$ cat config.mk
export PLATFORM = sky130hd
export DESIGN_NAME = card_dealer
export DESIGN_NICKNAME = d
export VERILOG_FILES = /design/src/rtl/card_dealer.sv
export SDC_FILE = /design/constraint.sdc
export NUM_CORES = 1
export LEC_CHECK = 0
export CAP_MARGIN = 20
export CORE_MARGIN = 2
export CORE_UTILIZATION = 45
export CTS_CLUSTER_SIZE = 8
export DETAILED_ROUTE_END_ITERATION = 8
export SLEW_MARGIN = 20
export SYNTH_ARGS = -nofsm -noshare
export SYNTH_HDL_FRONTEND = slang
export SYNTH_SLANG_ARGS = --single-unit
$ cat constraint.sdc
create_clock -name CLOCK_50 -period 10.3 [get_ports CLOCK_50]
set_clock_uncertainty 0.1 [all_clocks]
set_input_delay 2.06 -clock CLOCK_50 [delete_from_list [all_inputs] [get_ports CLOCK_50]]
set_output_delay 2.06 -clock CLOCK_50 [all_outputs]
set_load 0.005 [all_outputs]
$ cat src/rtl/card_dealer.sv
// rtl/card_dealer.sv - shuffled 52-card deck source for the blackjack round FSM
//
// Purpose:
//   Builds a deck of DECK_SIZE card indices in internal storage (INIT), shuffles
//   it with a Fisher-Yates pass, one swap per cycle, driven by a free-running
//   16-bit Galois LFSR (SHUFFLE), then deals one card per request without
//   repetition until the deck runs out or a reshuffle is requested (IDLE).
//
// Build option:
//   DEALER_FIXED_DECK_EN - when defined, SHUFFLE is skipped and the deck is
//   dealt in identity order 0..DECK_SIZE-1. The LFSR and handshake are unchanged.
//
// Parameters:
//   DECK_SIZE    number of cards (at most 64, indices fit in 6 bits)
//   SEED         LFSR reset value; 0 is replaced by 16'h0001
//
// Ports:
//   CLOCK_50     in   system clock, all state on its rising edge
//   resetn       in   asynchronous active-low reset
//   shuffle_req  in   rebuild and reshuffle request, sampled in IDLE only
//   draw_req     in   one-card request, sampled in IDLE with cards left
//   card         out  last dealt card index, held between strobes
//   card_rank    out  card % 13
//   card_suit    out  card / 13
//   card_valid   out  one-cycle strobe marking a newly dealt card
//   ready        out  IDLE with at least one card left
//   remaining    out  cards not yet dealt
//   empty        out  IDLE with no cards left

module card_dealer #(
  parameter int          DECK_SIZE = 52,
  parameter logic [15:0] SEED      = 16'hACE1
) (
  input  logic       CLOCK_50,
  input  logic       resetn,
  input  logic       shuffle_req,
  input  logic       draw_req,
  output logic [5:0] card,
  output logic [3:0] card_rank,
  output logic [1:0] card_suit,
  output logic       card_valid,
  output logic       ready,
  output logic [5:0] remaining,
  output logic       empty
);

  // An all-zero Galois LFSR would lock up, so a zero seed is nudged to 1.
  localparam logic [15:0] SEED_EFF  = (SEED == 16'h0000) ? 16'h0001 : SEED;
  // x^16 + x^14 + x^13 + x^11 + 1 in right-shifting Galois form.
  localparam logic [15:0] LFSR_TAPS = 16'hB400;
  localparam logic [5:0]  LAST_IDX  = 6'(DECK_SIZE - 1);
  localparam logic [5:0]  FULL_CNT  = 6'(DECK_SIZE);

  typedef enum logic [1:0] {
    ST_INIT    = 2'd0,
    ST_SHUFFLE = 2'd1,
    ST_IDLE    = 2'd2
  } state_t;

  state_t      state;
  logic [15:0] lfsr;
  logic [5:0]  i;
  logic [5:0]  ptr;
  logic [5:0]  j;
  logic [5:0]  deck [0:DECK_SIZE-1];

  // Swap partner: floor(lfsr * (i+1) / 2^16). Because lfsr < 2^16 this is
  // always in 0..i, so no rejection or modulo step is needed.
  assign j = 6'((22'(lfsr) * 22'(i + 6'd1)) >> 16);

  assign card_rank = 4'(card % 6'd13);
  assign card_suit = 2'(card / 6'd13);

  // Deck storage has no reset: INIT rewrites every entry before any deal,
  // so whatever a reset interrupts is simply overwritten.
  always_ff @(posedge CLOCK_50) begin
    if (state == ST_INIT) begin
      deck[i] <= i;
    end else if (state == ST_SHUFFLE) begin
      // Both writes read the pre-edge contents, so this is a true swap;
      // j == i writes the same value twice and leaves the entry unchanged.
      deck[i] <= deck[j];
      deck[j] <= deck[i];
    end
  end

  // Control FSM with registered outputs.
  always_ff @(posedge CLOCK_50 or negedge resetn) begin
    if (!resetn) begin
      state      <= ST_INIT;
      lfsr       <= SEED_EFF;
      i          <= 6'd0;
      ptr        <= 6'd0;
      remaining  <= 6'd0;
      card       <= 6'd0;
      card_valid <= 1'b0;
      ready      <= 1'b0;
      empty      <= 1'b0;
    end else begin
      // The LFSR free-runs in every state, so the shuffle depends on how long
      // the deck sat in IDLE before a reshuffle.
      lfsr       <= {1'b0, lfsr[15:1]} ^ (lfsr[0] ? LFSR_TAPS : 16'h0000);
      card_valid <= 1'b0;

      case (state)
        ST_INIT: begin
          if (i == LAST_IDX) begin
`ifdef DEALER_FIXED_DECK_EN
            state     <= ST_IDLE;
            ptr       <= 6'd0;
            remaining <= FULL_CNT;
            ready     <= 1'b1;
            empty     <= 1'b0;
`else
            // i stays at the last index: the shuffle walks downward from it.
            state     <= ST_SHUFFLE;
`endif
          end else begin
            i <= i + 6'd1;
          end
        end

        ST_SHUFFLE: begin
          if (i == 6'd1) begin
            state     <= ST_IDLE;
            ptr       <= 6'd0;
            remaining <= FULL_CNT;
            ready     <= 1'b1;
            empty     <= 1'b0;
          end else begin
            i <= i - 6'd1;
          end
        end

        ST_IDLE: begin
          if (shuffle_req) begin
            // Reshuffle takes priority over a same-cycle draw.
            state     <= ST_INIT;
            i         <= 6'd0;
            remaining <= 6'd0;
            ready     <= 1'b0;
            empty     <= 1'b0;
          end else if (draw_req && (remaining != 6'd0)) begin
            card       <= deck[ptr];
            card_valid <= 1'b1;
            ptr        <= ptr + 6'd1;
            remaining  <= remaining - 6'd1;
            // Flags for the post-deal count, so empty rises with the last strobe.
            ready      <= (remaining != 6'd1);
            empty      <= (remaining == 6'd1);
          end
        end

        default: begin
          state     <= ST_INIT;
          i         <= 6'd0;
          remaining <= 6'd0;
          ready     <= 1'b0;
          empty     <= 1'b0;
        end
      endcase
    end
  end

endmodule

==> results.yml <==
yosys:
  yosys-top-cells-count: "edfxtp_1, mux2i_1, nand2_1, mux4_2, a22oi_1"
  ys_seq_area_frac: 0.393
  syn-num-nets: 2270
  yosysTopAreaCellShare: 0.351
  synth_cell_types: 86
  synth_top_area_cell: "edfxtp_1"
  synth_warnings: 0
  synth_seq_cells: 357
  yosys-top-cells-area: "edfxtp_1, mux4_2, mux2i_1"
  async_flop_share: 0.126
  synth_cells: 2149
  ys.flop_type: "edfxtp_1"
  synthMostInstantiatedCell: "edfxtp_1"
  synth_area_mm2: 0.0267
  syn_area_per_cell_um2: 12.4
  synth-edff-count: 312
pwr:
  sequentialPowerShare: 0.498
  clock_power_share: 0.500
  power.density_mw_per_mm2: 107
  power.switching_mw: 0.667
  p_leak_nw: 11.2
  combPwrFrac: 0.002
  finalPower_mw: 3.12
  swShare: 0.214
  p_int_mw: 2.45
  ir_worst_vdd_mv: 0.108
die:
  core-area_mm2: 0.0588
  die_x_um: 248
  die_h_um: 248
  die_area_mm2: 0.0613
  start_util: 0.454
  ios: 25
  rows: 89
finish:
  stdcell_count: 2923
  final_util: 0.496
  layout-drive-gt1-share: 0.186
  stdcell_area_mm2: 0.0292
  nNetsFinal: 2250
  diodes: 0
  area_growth_syn_to_layout_pct: 9.15
clock_network:
  cts.sinks: 357
  post_cts_buffers: 0
  cts-root-buf: "clkbuf_16"
  cts_resized: 0
  cts_buffers: 50
  h-tree-depth: 2
  cts_hold_buf: 0
  clk_latency_ns: 0.63
  clkTransAtPathRegs_ns: 0.05
  clk_path_buf_depth: 3
  cts_tree: "yes"
critical_path:
  r2r_slack_ns: 0.98
  startpoint: "i[1]"
  path_max_fanout: 44
  crit_path_end: "deck[25][4]"
  arrival_ns: 9.54
  r2r_cells: 25
  r2r_end: "deck[25][4]"
  cp.required_ns: 10.51
  r2r_start: "i[1]"
  crit_path_start_kind: "flop"
  cp-end-kind: "flop"
  critPathKind: "reg -> reg"
global_routing:
  grt_pass1_wl_um: 142000
  grt_overflow: 0
  grt_pass1_vias: 20600
  grt_max_degree: 67
  grt_usage: 0.317
  antenna_found_initial: 8
timing:
  relSlewSlack: 0.201
  max_freq_mhz: 107
  drv_slew: 0
  holdWs_ns: 0.328
  fin_setup_tns_ns: 0
  worst_pin_slew_ns: 1.19
  timing.final.crit_share: 0.905
  layout_setup_ws_ns: 0.975
  rsz0062_at_grt: "false"
  setup_viol: 0
  min_period_ns: 9.32
  hold_viol_final: 0
run_status:
  status: "complete, no violations"
hold_path:
  min_path_type: "reg -> reg"
placed_design:
  placed_area_mm2: 0.0277
  routabilityCongestion: 0.986
  place_hpwl_um: 63600
  placed_cells: 2848
  io_buffer_count: 24
  post-place-ws_ns: 0.974
routing:
  routed_via_density: 7.16
  first_pass_iters: 6
  drc: 0
  wirelength_um: 96700
  drtAntennaViolNets: 0
  wl_per_cell_um: 33.1
  via_count: 20900
  drt-initial-drc-count: 3113
flow_run:
  cap_violations: 0
routing by layer:
metal | up-vias | GRT usage | wire, um
li1 | 8373 | - | -
met3 | 409 | 0.105 | 13200
met4 | 12 | 0.177 | 6530
met5 | - | 0 | 83
met2 | 1697 | 0.470 | 41900
met1 | 10400 | 0.409 | 34900
sequential cells by signal, indices dropped and copies added (netlist names):
signal / count
card: 6
card_valid: 1
deck: 312
empty: 1
i: 6
lfsr: 16
ptr: 6
ready: 1
remaining: 6
state: 2
area by class of cell:
cell class,count,area (um^2)
tap,773,967
multi-input combinational,1505,14900
timing repair buffer,113,1000
sequential,357,10500
clock inverter,2,50.0
inverter,102,383
fill,5143,29600
clock buffer,71,1350
cell usage in the layout, fill, tap and decap left out, types with 51 or more instances in the layout:
master     instances
mux2i_1          279
and2_1            51
inv_1            100
clkbuf_16         51
edfxtp_1         312
nand2_1          182
buf_4             80
nor2_1            53
fa_1              67
o22ai_1           52
mux4_2           171
a22oi_1          125
worst min path at each step:
stage	from	to	slack, ns	cells after the start
after floorplan	lfsr[0]	lfsr[15]	0.25	0
after global placement	lfsr[6]	lfsr[5]	0.32	0
after detailed placement	lfsr[7]	lfsr[6]	0.33	0
after CTS	lfsr[6]	lfsr[5]	0.33	0
after global routing	lfsr[6]	lfsr[5]	0.34	0
final	lfsr[7]	lfsr[6]	0.33	0
kinds of logic (layout without fill, tap and decap cells):
family          count (synthesis)  count (layout)  synth area share
buf+inv                       287             288            0.0540
xor+xnor                       21              21           0.00759
flops                         357             357             0.393
fa+ha+maj                     117             117            0.0736
compound gates                436             436             0.122
simple gates                  463             463            0.0890
mux                           468             468             0.261
power by group through the flow:
stage | sequential [mW] | combinational [mW] | clock [mW]
2_1_floorplan | 1.58 | 0.000228 | 0
3_3_place_gp | 1.58 | 0.00532 | 0
3_5_place_dp | 1.58 | 0.00550 | 0
4_1_cts | 1.55 | 0.00548 | 1.57
5_1_grt | 1.55 | 0.00595 | 1.62
6_report | 1.55 | 0.00514 | 1.56
worst max-delay path, cell delays in order, from the launching register on:
cell and delay, ns:
dfrtp_1 0.85, ha_1 0.43, nand3_1 0.12, xor2_1 0.55, buf_4 0.32, nor2b_1 0.08, fa_1 0.47, fa_1 0.53
fa_1 0.56, inv_1 0.06, fa_1 0.53, inv_1 0.05, ha_1 0.33, o211ai_1 0.12, nor2_1 0.07, a221o_2 0.42
a211o_4 0.41, xnor2_4 0.21, buf_12 0.28, mux4_1 0.63, a22o_1 0.31, a211oi_1 0.28, a31oi_2 0.09, o32ai_4 0.65
buf_12 0.34, mux2i_1 0.11
Note: power is estimated with default switching activity, not from simulation.
